<file path="src/rtl/calc_pkg.sv">
// Shared definitions for the calculator datapath: operator codes, control states and defaults.
package calc_pkg;

    localparam int unsigned DEFAULT_WIDTH = 16;

    localparam logic [2:0] OP_NONE = 3'b000;
    localparam logic [2:0] OP_NEG  = 3'b001;
    localparam logic [2:0] OP_ADD  = 3'b010;
    localparam logic [2:0] OP_SUB  = 3'b011;
    localparam logic [2:0] OP_MUL  = 3'b100;

    typedef enum logic [2:0] {
        ENTER_A,
        ENTER_B,
        CALC,
        SHOW_RESULT,
        ERROR
    } state_e;

    function automatic logic is_arith_op(input logic [2:0] op);
        return (op == OP_ADD) || (op == OP_SUB) || (op == OP_MUL);
    endfunction

endpackage

</file>
<file path="src/rtl/entry_accumulator.sv">
// Decimal entry register: magnitude built digit by digit with a ceiling, plus a sign flag.
module entry_accumulator
    import calc_pkg::*;
#(
    parameter int unsigned WIDTH   = DEFAULT_WIDTH,
    parameter int unsigned MAX_MAG = 32767
) (
    input  logic             clk,
    input  logic             nRST,
    input  logic             clear_i,
    input  logic             load_i,
    input  logic [WIDTH-1:0] load_mag_i,
    input  logic             load_neg_i,
    input  logic             digit_i,
    input  logic [3:0]       digit_val_i,
    input  logic             toggle_i,
    output logic [WIDTH-1:0] value_o
);

    localparam int unsigned CandW = WIDTH + 3;

    logic [WIDTH-1:0] mag_q, mag_d;
    logic             neg_q, neg_d;
    logic [CandW-1:0] mag_ext, cand;

    always_comb begin
        mag_ext = CandW'(mag_q);
        // mag*10 + d without a multiplier
        cand    = (mag_ext << 3) + (mag_ext << 1) + CandW'(digit_val_i);
        mag_d   = mag_q;
        neg_d   = neg_q;
        if (clear_i) begin
            mag_d = '0;
            neg_d = 1'b0;
        end else if (load_i) begin
            mag_d = load_mag_i;
            neg_d = load_neg_i;
        end else begin
            if (digit_i && (cand <= CandW'(MAX_MAG))) begin
                mag_d = cand[WIDTH-1:0];
            end
            if (toggle_i) begin
                neg_d = ~neg_q;
            end
        end
    end

    always_ff @(posedge clk or negedge nRST) begin
        if (!nRST) begin
            mag_q <= '0;
            neg_q <= 1'b0;
        end else begin
            mag_q <= mag_d;
            neg_q <= neg_d;
        end
    end

    assign value_o = neg_q ? (-mag_q) : mag_q;

endmodule

</file>
<file path="src/rtl/operand_builder.sv">
// Turns accepted keypad keys into operands/operator, runs one arithmetic transaction per equals
// and tracks result chaining and overflow error.
module operand_builder
    import calc_pkg::*;
#(
    parameter int unsigned WIDTH   = DEFAULT_WIDTH,
    parameter int unsigned MAX_MAG = 32767
) (
    input  logic             clk,
    input  logic             nRST,
    input  logic             read_input,
    output logic             key_read,
    input  logic [3:0]       keypad_input,
    input  logic [2:0]       operator_input,
    input  logic             equal_input,
    output logic [WIDTH-1:0] op_a,
    output logic [WIDTH-1:0] op_b,
    output logic [2:0]       op_code,
    output logic             calc_start,
    input  logic             calc_done,
    input  logic [WIDTH-1:0] calc_result,
    input  logic             calc_overflow,
    output logic [WIDTH-1:0] display_value,
    output logic             error
);

    state_e           state_q;
    logic             armed_q;
    logic             key_read_q;
    logic             calc_start_q;
    logic [WIDTH-1:0] op_a_q, op_b_q;
    logic [2:0]       op_code_q;

    logic             accept;
    logic             is_eq, is_arith, is_neg, is_digit, in_entry;
    logic             ent_clear, ent_load, ent_digit, ent_toggle, ent_load_neg;
    logic [WIDTH-1:0] ent_load_mag, entry_value, result_abs;

    // CALC holds off acceptance so a pending key waits for the result
    assign accept = read_input && armed_q && (state_q != CALC);

    always_comb begin
        is_eq    = equal_input;
        is_arith = !equal_input && is_arith_op(operator_input);
        is_neg   = !equal_input && (operator_input == OP_NEG);
        is_digit = !equal_input && (operator_input == OP_NONE);
        in_entry = (state_q == ENTER_A) || (state_q == ENTER_B);
    end

    // In SHOW_RESULT op_a_q already carries the result
    assign result_abs = op_a_q[WIDTH-1] ? (-op_a_q) : op_a_q;

    always_comb begin
        ent_clear    = accept && ((state_q == ERROR) ||
                       (is_arith && ((state_q == ENTER_A) || (state_q == SHOW_RESULT))));
        ent_load     = accept && (state_q == SHOW_RESULT) && (is_digit || is_neg);
        ent_digit    = accept && in_entry && is_digit;
        ent_toggle   = accept && in_entry && is_neg;
        ent_load_mag = is_digit ? WIDTH'(keypad_input) : result_abs;
        ent_load_neg = is_digit ? 1'b0 : !op_a_q[WIDTH-1];
    end

    entry_accumulator #(
        .WIDTH   (WIDTH),
        .MAX_MAG (MAX_MAG)
    ) u_entry (
        .clk         (clk),
        .nRST        (nRST),
        .clear_i     (ent_clear),
        .load_i      (ent_load),
        .load_mag_i  (ent_load_mag),
        .load_neg_i  (ent_load_neg),
        .digit_i     (ent_digit),
        .digit_val_i (keypad_input),
        .toggle_i    (ent_toggle),
        .value_o     (entry_value)
    );

    always_ff @(posedge clk or negedge nRST) begin
        if (!nRST) begin
            state_q      <= ENTER_A;
            armed_q      <= 1'b1;
            key_read_q   <= 1'b0;
            calc_start_q <= 1'b0;
            op_a_q       <= '0;
            op_b_q       <= '0;
            op_code_q    <= OP_NONE;
        end else begin
            key_read_q   <= accept;
            calc_start_q <= 1'b0;
            if (accept) begin
                armed_q <= 1'b0;
            end else if (!read_input) begin
                armed_q <= 1'b1;
            end

            unique case (state_q)
                ENTER_A: begin
                    if (accept && is_arith) begin
                        op_a_q    <= entry_value;
                        op_code_q <= operator_input;
                        state_q   <= ENTER_B;
                    end
                end
                ENTER_B: begin
                    if (accept && is_arith) begin
                        op_code_q <= operator_input;
                    end else if (accept && is_eq) begin
                        op_b_q       <= entry_value;
                        calc_start_q <= 1'b1;
                        state_q      <= CALC;
                    end
                end
                CALC: begin
                    if (calc_done) begin
                        if (calc_overflow) begin
                            state_q <= ERROR;
                        end else begin
                            op_a_q  <= calc_result;
                            state_q <= SHOW_RESULT;
                        end
                    end
                end
                SHOW_RESULT: begin
                    if (accept) begin
                        if (is_digit || is_neg) begin
                            state_q <= ENTER_A;
                        end else if (is_arith) begin
                            op_code_q <= operator_input;
                            state_q   <= ENTER_B;
                        end
                    end
                end
                ERROR: begin
                    if (accept) begin
                        op_a_q    <= '0;
                        op_b_q    <= '0;
                        op_code_q <= OP_NONE;
                        state_q   <= ENTER_A;
                    end
                end
                default: state_q <= ENTER_A;
            endcase
        end
    end

    always_comb begin
        unique case (state_q)
            ENTER_A, ENTER_B: display_value = entry_value;
            CALC:             display_value = op_b_q;
            SHOW_RESULT:      display_value = op_a_q;
            default:          display_value = '0;
        endcase
    end

    assign key_read   = key_read_q;
    assign calc_start = calc_start_q;
    assign op_a       = op_a_q;
    assign op_b       = op_b_q;
    assign op_code    = op_code_q;
    assign error      = (state_q == ERROR);

endmodule
</file>
<file path="config.mk">
export PLATFORM = sky130hd
export DESIGN_NAME = operand_builder
export DESIGN_NICKNAME = d
export VERILOG_FILES = /design/src/rtl/calc_pkg.sv /design/src/rtl/entry_accumulator.sv /design/src/rtl/operand_builder.sv
export SDC_FILE = /design/constraint.sdc
export NUM_CORES = 1
export LEC_CHECK = 0
export ABC_AREA = 1
export ABC_CLOCK_PERIOD_IN_PS = 3650
export BUFFER_PORTS_ARGS = -buffer_cell sky130_fd_sc_hd__buf_2
export CAP_MARGIN = 10
export CORE_MARGIN = 5
export CORE_UTILIZATION = 58
export DETAILED_ROUTE_END_ITERATION = 8
export PLACE_DENSITY_LB_ADDON = 0.1
export SETUP_SLACK_MARGIN = 0.5
export SLEW_MARGIN = 20
export SYNTH_ARGS = -nofsm -noshare
export SYNTH_HDL_FRONTEND = slang
export SYNTH_SLANG_ARGS = --single-unit
</file>
<file path="constraint.sdc">
create_clock -name clk -period 3.65 [get_ports clk]
set_clock_uncertainty 0.1 [all_clocks]
set_input_delay 0.365 -clock clk [delete_from_list [all_inputs] [get_ports clk]]
set_output_delay 0.365 -clock clk [all_outputs]
set_load 0.05 [all_outputs]
</file>
; ---- Yosys cells after proc, flatten, opt, wreduce, memory -nomap -nowiden
; Cells that the tools add are included.
[totals]
output_inout_bits = 54
mem_bits_ro = 0
regBits = 58
mem_count = 0
latch_bits = 0
ramBits = 0
word_cells = 110
in_bits = 29
[op_classes]
magnitude_cmp = 1
muxes = 39
bitwise_logic = 1
shift = 0
n_eq_ne = 21
addsub = 4
reduce_logical = 35
div_mod_pow = 0
multipliers = 0
[op_table]
columns = operator, count
row1 = 16-bit 2-to-1 mux, 12
row2 = 16-bit case mux with 3 select lines, 2
row3 = 3-bit 2-to-1 mux, 13
row4 = 16-bit negation, 2
row5 = 16-bit case mux with 2 select lines, 1
row6 = 19-bit by 17-bit adder with 19-bit output, 1
row7 = 19-bit by 4-bit adder with 19-bit output, 1
row8 = 19-bit by 15-bit less-or-equal comparator with 1-bit output (second input constant), 1
row9 = 1-bit logical AND, 15
row10 = 3-bit case mux with 5 select lines, 1
row11 = 3-bit by 2-bit == test with 1-bit output (second input constant), 4
row12 = 2-bit inequality test (second input constant), 6
row13 = 3-bit nonzero test, 4
row14 = 2-bit by 1-bit inequality test with 1-bit output (second input constant), 5
row15 = 1-bit 2-to-1 mux, 9
row16 = 3-bit case mux with 3 select lines, 1
row17 = 7-bit AND reduction, 1
row18 = 3-bit by 1-bit == test with 1-bit output (second input constant), 2
row19 = 3-bit == test (second input constant), 2
row20 = 3-bit zero test, 2
row21 = 1-bit logical OR, 6
row22 = 3-bit by 2-bit inequality test with 1-bit output (second input constant), 2
row23 = 6-bit AND reduction, 1
row24 = 5-bit AND reduction, 1
row25 = 5 further kinds, 6

; ---- Depth between registers and ports, before layout
[depth]
depth_word = 8
mapped_depth = 19
depth_no_buf = 18

; ---- Cells and area by module
; A second synthesis with hierarchy kept.
[unflattened]
hier_cells = 830
hier_area_um2 = 5313.8
[by_module_without_submodules]
columns = module, seq_area_each_um2, area_each_um2, cells_each, n_inst
row1 = operand_builder, 1027.2, 2811.4, 429, 1
row2 = entry_accumulator, 425.4, 2502.4, 401, 1

; ---- Worst setup path before layout
; Ideal clock, no wire load.
[synth_timing]
path_type = register to output
from = register u_entry.mag_q[0]
to = output display_value[11]
arrival_ns = 2.453
path_buffers = 0
required_ns = 3.185
slack_ns = 0.732
stages_incl_launch_ff = 11
cell_sequence = dfrtp_1 > inv_1 > nand3_1 > nor3_1 > nand2_1 > inv_1 > nand2_1 > nand2_1 > xor2_1 > inv_1 > o21ai_0
[synth_via]
elab_chain_cells = 3
[synth_lines]
columns = element, line_no
row1 = from (decl), entry_accumulator.sv:22  ; logic [WIDTH-1:0] mag_q, mag_d;
row2 = from (signal assigned), entry_accumulator.sv:53  ; mag_q <= mag_d;
row3 = 16-bit negation, entry_accumulator.sv:58  ; assign value_o = neg_q ? (-mag_q) : mag_q;
row4 = 16-bit 2-to-1 mux, entry_accumulator.sv:58
row5 = 16-bit case mux with 3 select lines, operand_builder.sv:148  ; unique case (state_q)
row6 = to (decl), operand_builder.sv:23  ; output logic [WIDTH-1:0] display_value,
; Every way passes these cells.

; ---- Worst setup path in the final report
[layout_timing]
from = register u_entry.mag_q[0]
to = output display_value[10]
; Same word-level chain as after synthesis.

==> results by stage <==
Yosys:
- After synthesis, the netlist uses 43 different library cells.
- The fraction of the mapped netlist area in simple logic gates is 33.0%.
- Counting every instance in the synthesized netlist gives 762.
- Of the synthesized area, sequential elements account for 28.3%.
- The commonest cells after synthesis are 207 x sky130_fd_sc_hd__nand2_1, 111 x sky130_fd_sc_hd__inv_1, 57 x sky130_fd_sc_hd__dfrtp_1.
- The share of async-settable or async-resettable flops after synthesis is 100%.
- The post-synthesis xor/xnor area fraction is 4.10%.
- The number of synthesized flops with an enable pin is 0.
- The most used flip-flop cell after synthesis is sky130_fd_sc_hd__dfrtp_1.
- By area, the combinational part of the netlist is dominated by simple AND/OR/NAND/NOR gates.
- For this run, the number of Yosys warnings is 0.
- By area the synthesized netlist is led by sky130_fd_sc_hd__dfrtp_1 28%, sky130_fd_sc_hd__nand2_1 15%, sky130_fd_sc_hd__inv_1 8.1%.
- The largest area contributor in the synthesized netlist is sky130_fd_sc_hd__dfrtp_1.
- The most common cell in the synthesized netlist is sky130_fd_sc_hd__nand2_1.
- The fraction of synthesized cell area taken by the top area cell type is 27.8%.
- Counting flops and latches in the post-synthesis netlist gives 58.
- Summing the areas of all compound-gate instances in the mapped netlist gives 14.6% of the synthesized area.
- In this run the mean area of a mapped cell was 6.73 um^2.
- The total nets after synthesis is 826.
- The cell area after synthesis is 0.00513 mm^2.
- After synthesis, the share of cell area in mux cells is 0%.
- Summing the areas of all fa, ha and maj instances in the mapped netlist gives 8.83% of the synthesized area.

Setup path:
- The worst setup path is captured at an output port.
- The number of cells on the worst reg-to-reg path is 16.
- The required arrival time at the worst endpoint is 3.18 ns.
- The cell at the slowest stage of the critical path is sky130_fd_sc_hd__dfrtp_1.
- Along the worst path, the maximum fanout reaches 4.
- The number of logic stages on the critical path including buffering is 11.
- Traced cell by cell, the critical path runs through inv_2 -> buf_4 -> ha_1 -> nand3_1 -> nor2_1 -> nand4_1 -> nand2_1 -> xor2_1 -> inv_1 -> o21ai_0 -> buf_2.
- The setup path with the least slack is of type flip-flop to output port.
- STA classifies the critical path startpoint as a flip-flop.
- For this run, the slowest stage of the critical path takes 0.41 ns.
- The kind of cell adding the most delay to the critical path is buffers and inverters.
- For the worst setup path, the data arrival time is 2.51 ns.
- Together, buffers and inverters on the worst path number 4.

STA:
- The part of the cycle the worst path needs is 81.5%.
- The minimum clock period is 2.98 ns.
- For this run, the top clock speed supported by timing is 336 MHz.
- The post-route worst hold slack is 0.0439 ns.
- The total count of hold-check failures in the final report is 0.
- The total negative slack for setup checks is 0 ns.
- The worst pin sits at a relative slew slack of 34.1%.
- For the pin with the worst max-slew slack, the measured transition is 0.988 ns.
- The final number of max-transition violations was 0.
- Setup violations remaining at the end of the flow were counted as 0.
- Setup repair after global routing could not meet its margin everywhere.

Layout:
- The net count of the finished layout is 909.
- The number of antenna cells inserted is 0.
- The count of fill cells added during filler insertion is 794.
- The growth of design area from synthesis to finish is 14.7%.
- The post-route netlist has 20.4% of its cells at a drive strength greater than 1.
- For this run, the share of the core covered by cells in the final layout is 67.8%.

Clock network:
- Clock-pin slew was measured on the worst setup and hold paths at 0.08 ns.
- The tree is rooted in a sky130_fd_sc_hd__clkbuf_8.
- TritonCTS built the clock tree.
- Clock tree synthesis inserted a total of 9 buffers.
- The H-tree depth is 3.
- The clock tree buffer depth is 2.
- The clock sink count is 58.
- The insertion delay of the later-clocked pin in the worst-skew pair is 0.35 ns.

Placed design:
- The final estimated routing congestion in global placement is 0.956.
- The number of port buffers is 82.
- After legalization and detailed placement, the total HPWL measured 12.0 mm.

Detailed routing:
- The count of routing violations after the opening detailed-route iteration is 392.
- In this run the remaining antenna-violating nets after routing total 0.
- The first detailed-routing pass took 5 iterations.
- The sum of routed wire length over all layers is 15.8 mm.
- After detailed routing, the number of remaining DRC violations is 0.
- The via density per instance is 5.68.
- The average routed wire per standard cell is 16.5 um.
- The total via count after detailed routing is 5438.

Floorplanning:
- The placeable core region is 0.00868 mm^2.
- Once the floorplan was initialized, standard cells occupied 59.1% of the core.
- The initialized floorplan defines 34 standard-cell rows.
- The die covers 0.0108 mm^2.
- The number of primary I/O pins is 83.
- The vertical die dimension is 104 um.
- The die width is 104 um.

Hold path:
- The worst hold path belongs to the class input port to flip-flop.
- The number of cells on the worst hold path is 2.

Global route:
- The number of global-route vias before repair came to 5272.
- The wire length of the first global-routing pass is 25.7 mm.
- The pin count of the biggest net entering global routing is 42.
- Global routing used 28.8% of the available tracks across all layers.
- The number of antenna violations at the first check in global routing is 0.
- Summed over all layers, the global routing overflow is 0.

Run:
- The reported max-cap violation count is 0.

Outcome:
- The flow ran to the end, and the final reports show no timing, DRC or antenna violations.
==> flip-flops by register name, indices dropped and copies added (netlist names) <==
register       cells
calc_start         1
state_q            3
op_b              16
armed_q            1
u_entry.mag_q     16
op_code            3
op_a              16
key_read           1
u_entry.neg_q      1
==> cell usage in the layout (no fill, tap or decap), types with 3 or more instances in the layout <==
cell	Yosys	final
sky130_fd_sc_hd__buf_4	3	4
sky130_fd_sc_hd__nand2_1	207	204
sky130_fd_sc_hd__nand3_2	3	5
sky130_fd_sc_hd__buf_2	3	82
sky130_fd_sc_hd__nor3_2	3	4
sky130_fd_sc_hd__xor2_1	21	21
sky130_fd_sc_hd__o21ai_0	49	49
sky130_fd_sc_hd__o22ai_1	5	5
sky130_fd_sc_hd__nand4_1	8	8
sky130_fd_sc_hd__o21ai_1	17	17
sky130_fd_sc_hd__dfrtp_1	57	57
sky130_fd_sc_hd__nand3_1	53	53
sky130_fd_sc_hd__inv_2	16	18
sky130_fd_sc_hd__ha_1	33	33
sky130_fd_sc_hd__nor2_4	3	4
sky130_fd_sc_hd__xnor2_1	3	3
sky130_fd_sc_hd__nor2_2	5	4
sky130_fd_sc_hd__clkbuf_8	0	11
sky130_fd_sc_hd__inv_1	111	109
sky130_fd_sc_hd__a22oi_1	19	19
sky130_fd_sc_hd__nor2_1	43	43
sky130_fd_sc_hd__nand2_2	19	22
sky130_fd_sc_hd__nor3_1	10	9
sky130_fd_sc_hd__or2_2	3	3
sky130_fd_sc_hd__a21oi_1	30	30
==> worst reg2reg max path, cell delays in order (launching register included) <==
cell and delay [ns]:
sky130_fd_sc_hd__dfrtp_1 0.42, sky130_fd_sc_hd__inv_2 0.12, sky130_fd_sc_hd__fa_2 0.47, sky130_fd_sc_hd__fa_1 0.45
sky130_fd_sc_hd__inv_1 0.07, sky130_fd_sc_hd__nand2_1 0.07, sky130_fd_sc_hd__nand2_2 0.08, sky130_fd_sc_hd__nand3_1 0.08
sky130_fd_sc_hd__nand2_2 0.11, sky130_fd_sc_hd__nand2_1 0.08, sky130_fd_sc_hd__nand3_2 0.07, sky130_fd_sc_hd__nand2_2 0.07
sky130_fd_sc_hd__nor2_4 0.19, sky130_fd_sc_hd__nand3_4 0.19, sky130_fd_sc_hd__nand2_8 0.16, sky130_fd_sc_hd__nand2_2 0.05
sky130_fd_sc_hd__nand2_1 0.07
==> path summary, 6_finish.rpt <==
path | from | end | slack [ns]
hold reg to reg | armed_q$_DFFE_PN1P_ | armed_q$_DFFE_PN1P_ | 0.36
max in group asynchronous | nRST | op_a[9]$_DFFE_PN0P_ | 2.56
hold / removal | read_input | armed_q$_DFFE_PN1P_ | 0.04
setup / recovery | u_entry.mag_q[0]$_DFFE_PN0P_ | display_value[10] | 0.67
setup reg to reg | u_entry.mag_q[2]$_DFFE_PN0P_ | u_entry.mag_q[6]$_DFFE_PN0P_ | 0.71
min in group asynchronous | nRST | u_entry.mag_q[2]$_DFFE_PN0P_ | 0.08
==> layout make-up <==
type | instances | area [um^2] | area share [%]
Timing Repair Buffer | 86 | 440 | 7.49
Clock buffer | 12 | 155 | 2.64
Multi-Input combinational cell | 563 | 3170 | 53.9
Inverter | 127 | 477 | 8.10
Tap cell | 108 | 135 | 2.30
Clock inverter | 4 | 50.0 | 0.851
Sequential cell | 58 | 1450 | 24.7
==> through the flow <==
step / cell area, um^2 / std cells / setup WS, ns
floorplan: 5130 / 762 / 0.732
global placement: 5590 / 936 / 0.609
detailed placement: 5590 / 936 / 0.509
CTS: 5800 / 952 / 0.517
global route: 5880 / 958 / 0.477
finish: 5880 / 958 / 0.674
==> logic make-up after synthesis <==
family	count (synthesis)
XOR/XNOR	24
AO/OA/AOI/OAI	132
buffers and inverters	144
flip-flops	58
AND/OR/NAND/NOR	369
adder cells (fa/ha/maj)	35
==> repair_timing <==
item,in CTS,in global routing
gates cloned,0,3
hold buffers,0,0
buffers inserted,0,3
endpoints found under the setup margin,7,19
pin swaps,0,3
gates resized for setup,1,9
==> per-layer routing <==
metal  track usage (%)  up-vias  routed length [um]
li1                  -     2634                   -
met1              36.0     2568                6630
met2              49.4      208                7830
met3              5.59       28                1040
met4              10.1        0                 315
met5                 0        -                   0
Power is not shown: default switching activity piles up to over one toggle a cycle in this logic, so the estimate is an artifact.
